[config.mk]
export PLATFORM = sky130hd
export DESIGN_NAME = sensor_hub_decoder
export DESIGN_NICKNAME = d
export VERILOG_FILES = /design/src/rtl/sensor_hub_pkg.sv /design/src/rtl/sensor_frame_check.sv /design/src/rtl/sensor_hub_decoder.sv
export SDC_FILE = /design/constraint.sdc
export NUM_CORES = 1
export LEC_CHECK = 0
export CAP_MARGIN = 20
export CORE_ASPECT_RATIO = 0.75
export CORE_MARGIN = 3
export CORE_UTILIZATION = 65
export DETAILED_ROUTE_END_ITERATION = 8
export DONT_BUFFER_PORTS = 1
export PLACE_DENSITY = 0.81
export SYNTH_ARGS = -nofsm -noshare
export SYNTH_HDL_FRONTEND = slang
export SYNTH_SLANG_ARGS = --single-unit
[constraint.sdc]
create_clock -name i_clock -period 5.24 [get_ports i_clock]
set_input_delay 1.048 -clock i_clock [delete_from_list [all_inputs] [get_ports i_clock]]
set_output_delay 1.048 -clock i_clock [all_outputs]
set_load 0.02 [all_outputs]
[src/rtl/sensor_hub_pkg.sv]
// Shared opcodes, status bytes, state encoding and 40-bit frame layout for the
// multi-channel sensor hub decoder.
package sensor_hub_pkg;

    localparam logic [7:0] OP_STATUS    = 8'h00;
    localparam logic [7:0] OP_TEMP_INT  = 8'h01;
    localparam logic [7:0] OP_TEMP_FRAC = 8'h02;
    localparam logic [7:0] OP_HUM_INT   = 8'h03;
    localparam logic [7:0] OP_HUM_FRAC  = 8'h04;
    localparam logic [7:0] OP_STREAM_T  = 8'h05;
    localparam logic [7:0] OP_STREAM_H  = 8'h06;
    localparam logic [7:0] OP_STOP_A    = 8'h07;
    localparam logic [7:0] OP_STOP_B    = 8'h08;

    localparam logic [7:0] ST_OK    = 8'h11;
    localparam logic [7:0] ST_BAD   = 8'h10;
    localparam logic [7:0] ST_TMO   = 8'h12;
    localparam logic [7:0] ST_BADCH = 8'h1F;
    localparam logic [7:0] DATA_ERR = 8'hFF;

    // Frame layout: {hum_int, hum_frac, temp_int, temp_frac, checksum}
    localparam int FRAME_W       = 40;
    localparam int HUM_INT_LSB   = 32;
    localparam int HUM_FRAC_LSB  = 24;
    localparam int TEMP_INT_LSB  = 16;
    localparam int TEMP_FRAC_LSB = 8;
    localparam int CSUM_LSB      = 0;

    typedef enum logic [2:0] {
        S_IDLE,
        S_START,
        S_WAIT,
        S_RESPOND,
        S_STR_INT,
        S_STR_FRAC,
        S_STR_GAP,
        S_DONE
    } hub_state_e;

    typedef enum logic [1:0] {
        RES_OK,
        RES_ERR,
        RES_TMO
    } hub_result_e;

    typedef struct packed {
        logic [7:0] hum_int;
        logic [7:0] hum_frac;
        logic [7:0] temp_int;
        logic [7:0] temp_frac;
    } reading_t;

    function automatic logic is_stream_op(input logic [7:0] op);
        return (op == OP_STREAM_T) || (op == OP_STREAM_H);
    endfunction

endpackage

[src/rtl/sensor_frame_check.sv]
// Splits a 40-bit sensor frame into its four data bytes and checks the
// trailing byte against their 8-bit wrapping sum.
module sensor_frame_check
    import sensor_hub_pkg::*;
(
    input  logic [FRAME_W-1:0] i_frame,
    output reading_t           o_reading,
    output logic               o_csum_ok
);

    logic [7:0] w_sum;

    assign o_reading.hum_int   = i_frame[HUM_INT_LSB   +: 8];
    assign o_reading.hum_frac  = i_frame[HUM_FRAC_LSB  +: 8];
    assign o_reading.temp_int  = i_frame[TEMP_INT_LSB  +: 8];
    assign o_reading.temp_frac = i_frame[TEMP_FRAC_LSB +: 8];

    assign w_sum     = o_reading.hum_int + o_reading.hum_frac
                     + o_reading.temp_int + o_reading.temp_frac;
    assign o_csum_ok = (w_sum == i_frame[CSUM_LSB +: 8]);

endmodule

[src/rtl/sensor_hub_decoder.sv]
// Arbitrates NUM_CHANNELS sensor drivers behind one request/response port,
// with timeout, checksum status and periodic streaming.
// Optional last-good-frame cache per channel: define SENSOR_HUB_LAST_GOOD_EN.
module sensor_hub_decoder
    import sensor_hub_pkg::*;
#(
    parameter int NUM_CHANNELS   = 4,
    parameter int CH_W           = 5,
    parameter int TIMEOUT_CYCLES = 5_000_000,
    parameter int STREAM_PERIOD  = 100_000_000
) (
    input  logic                            i_clock,
    input  logic                            i_reset_n,
    input  logic                            i_enable,
    input  logic [CH_W-1:0]                 i_channel,
    input  logic [7:0]                      i_request,
    output logic [NUM_CHANNELS-1:0]         o_sensor_start,
    input  logic [FRAME_W*NUM_CHANNELS-1:0] i_sensor_data,
    input  logic [NUM_CHANNELS-1:0]         i_sensor_done,
    input  logic [NUM_CHANNELS-1:0]         i_sensor_error,
    output logic [7:0]                      o_requested_data,
    output logic                            o_data_strobe,
    output logic                            o_finished
);

    localparam int TMO_W = $clog2(TIMEOUT_CYCLES + 1);
    localparam int PER_W = $clog2(STREAM_PERIOD + 1);
    localparam logic [CH_W:0]    LP_NUM_CH   = (CH_W + 1)'(NUM_CHANNELS);
    localparam logic [TMO_W-1:0] LP_TMO_LAST = TMO_W'(TIMEOUT_CYCLES - 1);
    localparam logic [PER_W-1:0] LP_PER_LAST = PER_W'(STREAM_PERIOD - 1);

    hub_state_e                r_state,      w_next_state;
    logic [CH_W-1:0]           r_ch,         w_next_ch;
    logic [7:0]                r_op,         w_next_op;
    hub_result_e               r_result,     w_next_result;
    reading_t                  r_reading,    w_next_reading;
    logic                      r_reading_ok, w_next_reading_ok;
    logic                      r_csum_ok,    w_next_csum_ok;
    logic [NUM_CHANNELS-1:0]   r_start,      w_next_start;
    logic [7:0]                r_data,       w_next_data;
    logic                      r_strobe,     w_next_strobe;
    logic                      r_finished,   w_next_finished;
    logic [TMO_W-1:0]          r_tcnt,       w_next_tcnt;
    logic [PER_W-1:0]          r_pcnt,       w_next_pcnt;

    logic                    w_sel_done;
    logic                    w_sel_error;
    logic [FRAME_W-1:0]      w_sel_frame;
    logic [NUM_CHANNELS-1:0] w_sel_onehot;
    reading_t                w_reading;
    logic                    w_csum_ok;
    reading_t                w_fallback;
    logic                    w_fallback_ok;
    logic                    w_stop;
    hub_state_e              w_exit_state;
    logic [7:0]              w_resp_byte;
    logic [7:0]              w_int_byte;
    logic [7:0]              w_frac_byte;

    always_comb begin
        w_sel_done   = 1'b0;
        w_sel_error  = 1'b0;
        w_sel_frame  = '0;
        w_sel_onehot = '0;
        for (int k = 0; k < NUM_CHANNELS; k++) begin
            if (r_ch == CH_W'(k)) begin
                w_sel_done      = i_sensor_done[k];
                w_sel_error     = i_sensor_error[k];
                w_sel_frame     = i_sensor_data[FRAME_W*k +: FRAME_W];
                w_sel_onehot[k] = 1'b1;
            end
        end
    end

    sensor_frame_check u_frame_check (
        .i_frame   (w_sel_frame),
        .o_reading (w_reading),
        .o_csum_ok (w_csum_ok)
    );

`ifdef SENSOR_HUB_LAST_GOOD_EN
    reading_t                r_cache [NUM_CHANNELS];
    logic [NUM_CHANNELS-1:0] r_cache_vld;
    logic                    w_cache_wr;

    assign w_cache_wr = (r_state == S_WAIT) && !w_stop && w_sel_done
                      && !w_sel_error && w_csum_ok;

    always_ff @(posedge i_clock) begin
        if (!i_reset_n) begin
            for (int k = 0; k < NUM_CHANNELS; k++) r_cache[k] <= '0;
            r_cache_vld <= '0;
        end else if (w_cache_wr) begin
            for (int k = 0; k < NUM_CHANNELS; k++) begin
                if (w_sel_onehot[k]) begin
                    r_cache[k]     <= w_reading;
                    r_cache_vld[k] <= 1'b1;
                end
            end
        end
    end

    always_comb begin
        w_fallback    = '0;
        w_fallback_ok = 1'b0;
        for (int k = 0; k < NUM_CHANNELS; k++) begin
            if (w_sel_onehot[k]) begin
                w_fallback    = r_cache[k];
                w_fallback_ok = r_cache_vld[k];
            end
        end
    end
`else
    assign w_fallback    = '0;
    assign w_fallback_ok = 1'b0;
`endif

    // Stop codes are honoured only while a streaming transaction is live.
    assign w_stop = is_stream_op(r_op)
                  && ((i_request == OP_STOP_A) || (i_request == OP_STOP_B))
                  && ((r_state == S_START) || (r_state == S_WAIT)
                      || (r_state == S_STR_INT) || (r_state == S_STR_FRAC)
                      || (r_state == S_STR_GAP));

    assign w_exit_state = is_stream_op(r_op) ? S_STR_INT : S_RESPOND;
    assign w_int_byte   = (r_op == OP_STREAM_H) ? r_reading.hum_int  : r_reading.temp_int;
    assign w_frac_byte  = (r_op == OP_STREAM_H) ? r_reading.hum_frac : r_reading.temp_frac;

    always_comb begin
        w_resp_byte = 8'h00;
        case (r_op)
            OP_STATUS: begin
                if (r_result == RES_TMO)                       w_resp_byte = ST_TMO;
                else if ((r_result == RES_ERR) || !r_csum_ok)  w_resp_byte = ST_BAD;
                else                                           w_resp_byte = ST_OK;
            end
            OP_TEMP_INT:  w_resp_byte = r_reading_ok ? r_reading.temp_int  : DATA_ERR;
            OP_TEMP_FRAC: w_resp_byte = r_reading_ok ? r_reading.temp_frac : DATA_ERR;
            OP_HUM_INT:   w_resp_byte = r_reading_ok ? r_reading.hum_int   : DATA_ERR;
            OP_HUM_FRAC:  w_resp_byte = r_reading_ok ? r_reading.hum_frac  : DATA_ERR;
            default:      w_resp_byte = 8'h00;
        endcase
    end

    always_comb begin
        w_next_state      = r_state;
        w_next_ch         = r_ch;
        w_next_op         = r_op;
        w_next_result     = r_result;
        w_next_reading    = r_reading;
        w_next_reading_ok = r_reading_ok;
        w_next_csum_ok    = r_csum_ok;
        w_next_start      = '0;
        w_next_data       = r_data;
        w_next_strobe     = 1'b0;
        w_next_finished   = 1'b0;
        w_next_tcnt       = r_tcnt;
        w_next_pcnt       = r_pcnt;

        if (w_stop) begin
            w_next_finished = 1'b1;
            w_next_state    = S_DONE;
        end else begin
            unique case (r_state)
                S_IDLE: begin
                    if (i_enable) begin
                        w_next_ch = i_channel;
                        w_next_op = i_request;
                        if ({1'b0, i_channel} >= LP_NUM_CH) begin
                            w_next_data     = ST_BADCH;
                            w_next_strobe   = 1'b1;
                            w_next_finished = 1'b1;
                            w_next_state    = S_DONE;
                        end else begin
                            w_next_state = S_START;
                        end
                    end
                end
                S_START: begin
                    w_next_start = w_sel_onehot;
                    w_next_tcnt  = '0;
                    w_next_state = S_WAIT;
                end
                S_WAIT: begin
                    if (w_sel_error) begin
                        w_next_result     = RES_ERR;
                        w_next_reading    = w_fallback;
                        w_next_reading_ok = w_fallback_ok;
                        w_next_state      = w_exit_state;
                    end else if (w_sel_done) begin
                        w_next_result     = RES_OK;
                        w_next_reading    = w_reading;
                        w_next_reading_ok = 1'b1;
                        w_next_csum_ok    = w_csum_ok;
                        w_next_state      = w_exit_state;
                    end else if (r_tcnt == LP_TMO_LAST) begin
                        w_next_result     = RES_TMO;
                        w_next_reading    = w_fallback;
                        w_next_reading_ok = w_fallback_ok;
                        w_next_state      = w_exit_state;
                    end else begin
                        w_next_tcnt  = r_tcnt + 1'b1;
                        w_next_start = r_start;
                    end
                end
                S_RESPOND: begin
                    w_next_data     = w_resp_byte;
                    w_next_strobe   = 1'b1;
                    w_next_finished = 1'b1;
                    w_next_state    = S_DONE;
                end
                S_STR_INT: begin
                    w_next_strobe = 1'b1;
                    if (!r_reading_ok) begin
                        w_next_data  = DATA_ERR;
                        w_next_pcnt  = '0;
                        w_next_state = S_STR_GAP;
                    end else begin
                        w_next_data  = w_int_byte;
                        w_next_state = S_STR_FRAC;
                    end
                end
                S_STR_FRAC: begin
                    w_next_data   = w_frac_byte;
                    w_next_strobe = 1'b1;
                    w_next_pcnt   = '0;
                    w_next_state  = S_STR_GAP;
                end
                S_STR_GAP: begin
                    if (r_pcnt == LP_PER_LAST) w_next_state = S_START;
                    else                       w_next_pcnt  = r_pcnt + 1'b1;
                end
                S_DONE:  w_next_state = S_IDLE;
                default: w_next_state = S_IDLE;
            endcase
        end
    end

    always_ff @(posedge i_clock) begin
        if (!i_reset_n) begin
            r_state      <= S_IDLE;
            r_ch         <= '0;
            r_op         <= '0;
            r_result     <= RES_OK;
            r_reading    <= '0;
            r_reading_ok <= 1'b0;
            r_csum_ok    <= 1'b0;
            r_start      <= '0;
            r_data       <= 8'h00;
            r_strobe     <= 1'b0;
            r_finished   <= 1'b0;
            r_tcnt       <= '0;
            r_pcnt       <= '0;
        end else begin
            r_state      <= w_next_state;
            r_ch         <= w_next_ch;
            r_op         <= w_next_op;
            r_result     <= w_next_result;
            r_reading    <= w_next_reading;
            r_reading_ok <= w_next_reading_ok;
            r_csum_ok    <= w_next_csum_ok;
            r_start      <= w_next_start;
            r_data       <= w_next_data;
            r_strobe     <= w_next_strobe;
            r_finished   <= w_next_finished;
            r_tcnt       <= w_next_tcnt;
            r_pcnt       <= w_next_pcnt;
        end
    end

    assign o_sensor_start   = r_start;
    assign o_requested_data = r_data;
    assign o_data_strobe    = r_strobe;
    assign o_finished       = r_finished;

endmodule

* Yosys cells after proc, flatten, opt, wreduce, memory -nomap -nowiden *
Cells that the tools add are included.
Widths: inputs -> output; s select.

operators by class
  equal/unequal tests = 34
  muxes and demuxes = 64
  order comparisons = 1
  bitwise operators = 3
  add/subtract/negate cells = 5
  reductions and logical operators = 26

operators with widths
  kind                   number
  $mux 40                4
  $mux 32                3
  $pmux 27 s3            1
  $mux 8                 9
  $mux 23                3
  $mux 27                2
  $pmux 23 s2            1
  $pmux 8 s5             1
  $eq 8x3->1 const B     4
  $pmux 8 s4             1
  $add 27x1->27 const B  1
  $eq 27x27->1 const B   1
  $add 8x8->8            3
  $mux 3                 8
  $pmux 3 s8             1
  $add 23x1->23 const B  1
  $eq 23x23->1 const B   1
  $mux 1                 19
  $eq 8x2->1 const B     2
  $ne 2x2->1 const B     7
  $eq 3x3->1 const B     4
  $mux 4                 3
  $reduce_and 4->1       3
  $eq 5x2->1 const B     2
  other kinds (30)       48

word-level totals
  word-level logic and storage cells = 149
  flip-flop bits (word level) = 116
  input bits = 184
  output and inout port bits = 14

* Longest topological paths before layout *
  word-level depth = 9
  gate-level depth with buffers = 18
  gate-level depth less buffers = 15

* Hierarchy *
From an unflattened synthesis, not the netlist that was laid out.

unflattened totals
  cells, all modules = 885
  area, all modules = 7973.9 µm²

by module, submodules not included
  module              cells each  sequential area each (µm²)  area an instance (µm²)  times used
  sensor_hub_decoder  788         2322.2                      7076.8                  1
  sensor_frame_check  97          0.0                         897.1                   1

* Worst setup path before layout *
OpenSTA, ideal clock, no wires.

  path kind = register -> register
  start = reg r_ch[0]
  end = reg r_csum_ok
  setup time = 124 ps
  path buffers = 3
  period minus slack after synthesis = 4702 ps
  cell stages (with the launch flop) = 19
  slack = 538 ps
  required time = 5116 ps
  data arrival time = 4578 ps
  path through = dfxtp_1 buf_1 buf_2 buf_2 mux4_2 nand2_1 fa_1 fa_1 inv_1 ha_1 inv_1 fa_1 nor2b_1 o21ai_0 a21oi_1 xor2_1 o22ai_1 a211oi_1 nor3_1

on the way
  longest elaborated chain between the ends = 9
  elaborated cells between the ends (all ways) = 22
  those cells by class = add/sub: 3; eq/ne: 4; mux: 12; bitwise: 1; reduce/logical: 2

RTL lines
  element                   line                       text
  from (decl)               sensor_hub_decoder.sv:33   logic [CH_W-1:0] r_ch, w_next_ch;
  from (signal assigned)    sensor_hub_decoder.sv:256  r_ch <= w_next_ch;
  $logic_not 5->1           sensor_hub_decoder.sv:66   if (r_ch == CH_W'(k)) begin
  $mux 40 (4 in a row)      sensor_hub_decoder.sv:66
  $add 8x8->8               sensor_frame_check.sv:18   assign w_sum = o_reading.hum_int + o_reading.hum_frac
  $add 8x8->8 (2 in a row)  sensor_frame_check.sv:19   + o_reading.temp_int + o_reading.temp_frac;
  $eq 8x8->1                sensor_frame_check.sv:20   assign o_csum_ok = (w_sum == i_frame[CSUM_LSB +: 8]);
  to (signal assigned)      sensor_hub_decoder.sv:261  r_csum_ok <= w_next_csum_ok;
  to (decl)                 sensor_hub_decoder.sv:38   logic r_csum_ok, w_next_csum_ok;

Parallel ways exist; a longest one is shown, timed or not.
A chain may end at the register's enable or synchronous reset.

* Final worst setup path *
Ends and elaborated chain as after synthesis.

==> flow_metrics.tcl <==
set metrics [dict create \
    place_area_um2 7849 \
    syn_nets 1108 \
    skew_ps 11.01 \
    worst_ep_required_time_ps 5540 \
    cp_max_fo 28 \
    avgSynthCellArea_um2 8.678 \
    yosys.area_share.simple_pct 22.08 \
    synth_top_cell_area_share_pct 29.70 \
    max_stage_delay_ps 910 \
    fill_cells 860 \
    cp_slowest_cell "dfxtp_2" \
    io_pins 198 \
    grtUsageTotal_pct 31.92 \
    power.density_nw_per_um2 577.3 \
    insertion_delay_ps 410 \
    tns_ps 0 \
    hold_viol 0 \
    cts_sinks 116 \
    period_needed_ps 4609 \
    rows 34 \
    clk_pin_slew_ps 60 \
    rsz0062_at_grt "no" \
    syn_area_um2 7819 \
    die_area_um2 13390 \
    finalSetupViolations 0 \
    vias 7038 \
    nets 1077 \
    worst_path_most_repeated_cell "fa_1" \
    critPathArrivalTime_ps 4900 \
    netlist_instances 901 \
    cts_htree_levels 4 \
    slew_headroom_pct 37.23 \
    dpl.hpwl_mm 15.78 \
    antenna_found_initial 2 \
    cts_made_buffers 17 \
    routedWlPerCell_um 20.42 \
    portBuffers 0 \
    crit_path_start_kind "register" \
    synth.mux.area_fraction_pct 14.42 \
    synth_compound_area_share_pct 17.43 \
    yosys_most_used_dff "dfxtp_1" \
    outcome "completed" \
    seq_area_um2 2325 \
    min_period_over_period_pct 87.95 \
    initial_utilization_pct 67.08 \
    synth_edf_count 0 \
    end_kind "register" \
    finalWeightedCongestion 0.9200 \
    hold_ws_ps 463.4 \
    synthXorXnorAreaFrac_pct 6.449 \
    multi_input_area_um2 5129 \
    overflow 0 \
    coreArea_um2 11660 \
    post_cts_buffers 0 \
    hp-start "r_op[6]$_SDFFE_PN0P_" \
    drtIter0Drc 730 \
    cts_tree "built" \
    synthToLayoutAreaGrowth_pct 8.785 \
    crit_chain "mux4_2 -> nand2_1 -> fa_1 -> fa_1 -> inv_1 -> ha_1 -> inv_1 -> fa_1 -> nor2b_1 -> o21ai_0 -> a21oi_1 -> xor2_1 -> o22ai_1 -> a211oi_1 -> nor3_1" \
    p_leak_nw 2.785 \
    ys_warn_count 0 \
    grt_max_degree 67 \
    synth_fa_ha_area_share_pct 5.025 \
    synth_area_leaders "dfxtp_1, mux4_2, xnor2_1" \
    cts_resized 0 \
    viasPerCell 6.728 \
    drc 0 \
    path_class "reg2reg" \
    firstDrtPassIters 6 \
    clock.fmax_ghz 0.2170 \
    wirelength_mm 21.36 \
    synthArstFlopShare_pct 0 \
    hold_path.class "reg2reg" \
    vdd.ir_drop.worst_mv 0.6097 \
    ys_seq_area_share_pct 29.70 \
    clock_path_buffers 2 \
    design_area_um2 8506 \
    ys_ff_latch 116 \
    synth_top_area_cell "dfxtp_1" \
    drv_slew 0 \
    cts_root_buf "clkbuf_16" \
    reg2reg_from "r_ch[0]$_SDFFE_PN0P_" \
    dieHeight_um 101.0 \
    synth_top_family_by_area "simple AND/OR/NAND/NOR gates" \
    cts_hold_buf 0 \
    cap_violations 0 \
    crit_start "r_ch[0]$_SDFFE_PN0P_" \
    grt_pass1_vias 6761 \
    drive_gt1_share_pct 11.79 \
    grt_first_pass_wirelength_mm 34.44 \
    detail-route-antenna-nets 0 \
    tightestPinTransition_ps 940.8 \
    synth.distinct_cells 63 \
    fp.dieW_um 132.6 \
]
## flip-flops by register name (all words and copies together) (netlist names)
signal and cells:
r_csum_ok 1, r_result 2, o_sensor_start 4, o_requested_data 8, o_data_strobe 1, r_pcnt 27, r_reading_ok 1, r_ch 5
r_reading 32, o_finished 1, r_tcnt 23, r_op 8, r_state 3
## report_power, final
group	switching, mW	leakage [nW]	total (mW)	internal (mW)
clock network	0.403	0.304	1.21	0.804
logic	1.42	1.54	2.53	1.11
registers	0.197	0.940	1.17	0.975
total	2.02	2.78	4.91	2.89
## per-stage QoR
step / total power [mW] / instances / setup slack (ps) / utilization, %
detailed placement: 3.610 / 1010 / 640.7 / 67.34
global placement: 3.500 / 1009 / 797.2 / 67.29
floorplan: 3.105 / 901 / 538.2 / -
CTS: 4.849 / 1041 / 631.8 / 72.65
finish: 4.910 / 1046 / 631.4 / 72.97
global route: 5.236 / 1046 / 302.4 / 72.97
## final cells by class
| type | instances | share of cell area (%) |
|---|---|---|
| well taps | 162 | 2.383 |
| multi-input cells | 688 | 60.30 |
| clock inverters | 9 | 1.471 |
| clock buffers | 22 | 5.811 |
| inverters | 36 | 1.589 |
| flip-flops and latches | 116 | 27.33 |
| diodes | 2 | 0.05884 |
| repair buffers | 11 | 1.059 |
## path summary, 6_finish.rpt
| kind | to | slack [ps] | cells past startpoint |
|---|---|---|---|
| worst max-delay path | r_csum_ok$_SDFFE_PN0P_ | 630 | 15 |
| worst min-delay path | r_op[6]$_SDFFE_PN0P_ | 460 | 2 |
| worst max register to register | r_csum_ok$_SDFFE_PN0P_ | 630 | 15 |
| worst min register to register | r_op[6]$_SDFFE_PN0P_ | 460 | 2 |
## routing by layer
layer  up-vias  share of wire [%]  GRT usage [%]
met3        54                7.0          5.090
met4         0                2.8          11.98
li1       3223                  -              -
met5         -                  0              0
met1      3372                 41          42.41
met2       389                 49          53.31
## kinds of logic (layout without fill, tap and decap cells)
logic type / count (synthesis) / in the layout
DFF: 116 / 116
buffers and inverters: 97 / 78
xor gates and xnor gates: 56 / 56
AOI/OAI and AO/OA: 199 / 199
and+or+nand+nor: 347 / 347
adders and majority gates: 23 / 23
other: 0 / 2
muxes: 63 / 63
## critical path: cells and delay by family (launching register included)
family	cells	cell delay (ps)
mux	1	620
xor+xnor	1	180
buf+inv	2	170
simple gates	3	390
fa+ha+maj	4	1510
compound gates	4	700
flops	1	910
## synthesized netlist by cell type, types with 21 or more instances
cell,count
nand3_1,21
xnor2_1,48
mux4_2,39
a21oi_1,35
dfxtp_1,116
o21ai_0,49
a32oi_1,26
nor2_1,76
nand2_1,102
inv_1,35
nor3_1,27
nor2b_1,36
clkbuf_1,46
## placed cells by master (no fill, tap or decap), types with 6 or more instances in the layout
cell type	instances
a211oi_1	7
a21boi_0	17
a21oi_1	35
a221oi_1	6
a22oi_1	15
a31oi_1	10
a32oi_1	26
and2_1	12
and3_1	7
and4_1	6
buf_4	8
clkbuf_16	17
dfxtp_1	114
fa_1	14
ha_1	9
inv_1	35
mux2_2	7
mux2i_1	17
mux4_2	39
nand2_1	102
nand2b_1	8
nand3_1	21
nand4_1	7
nor2_1	76
nor2b_1	36
nor3_1	25
nor4_1	13
o21ai_0	49
or3_1	9
xnor2_1	48
xor2_1	7
No activity file was read; power rests on OpenSTA's default activity.
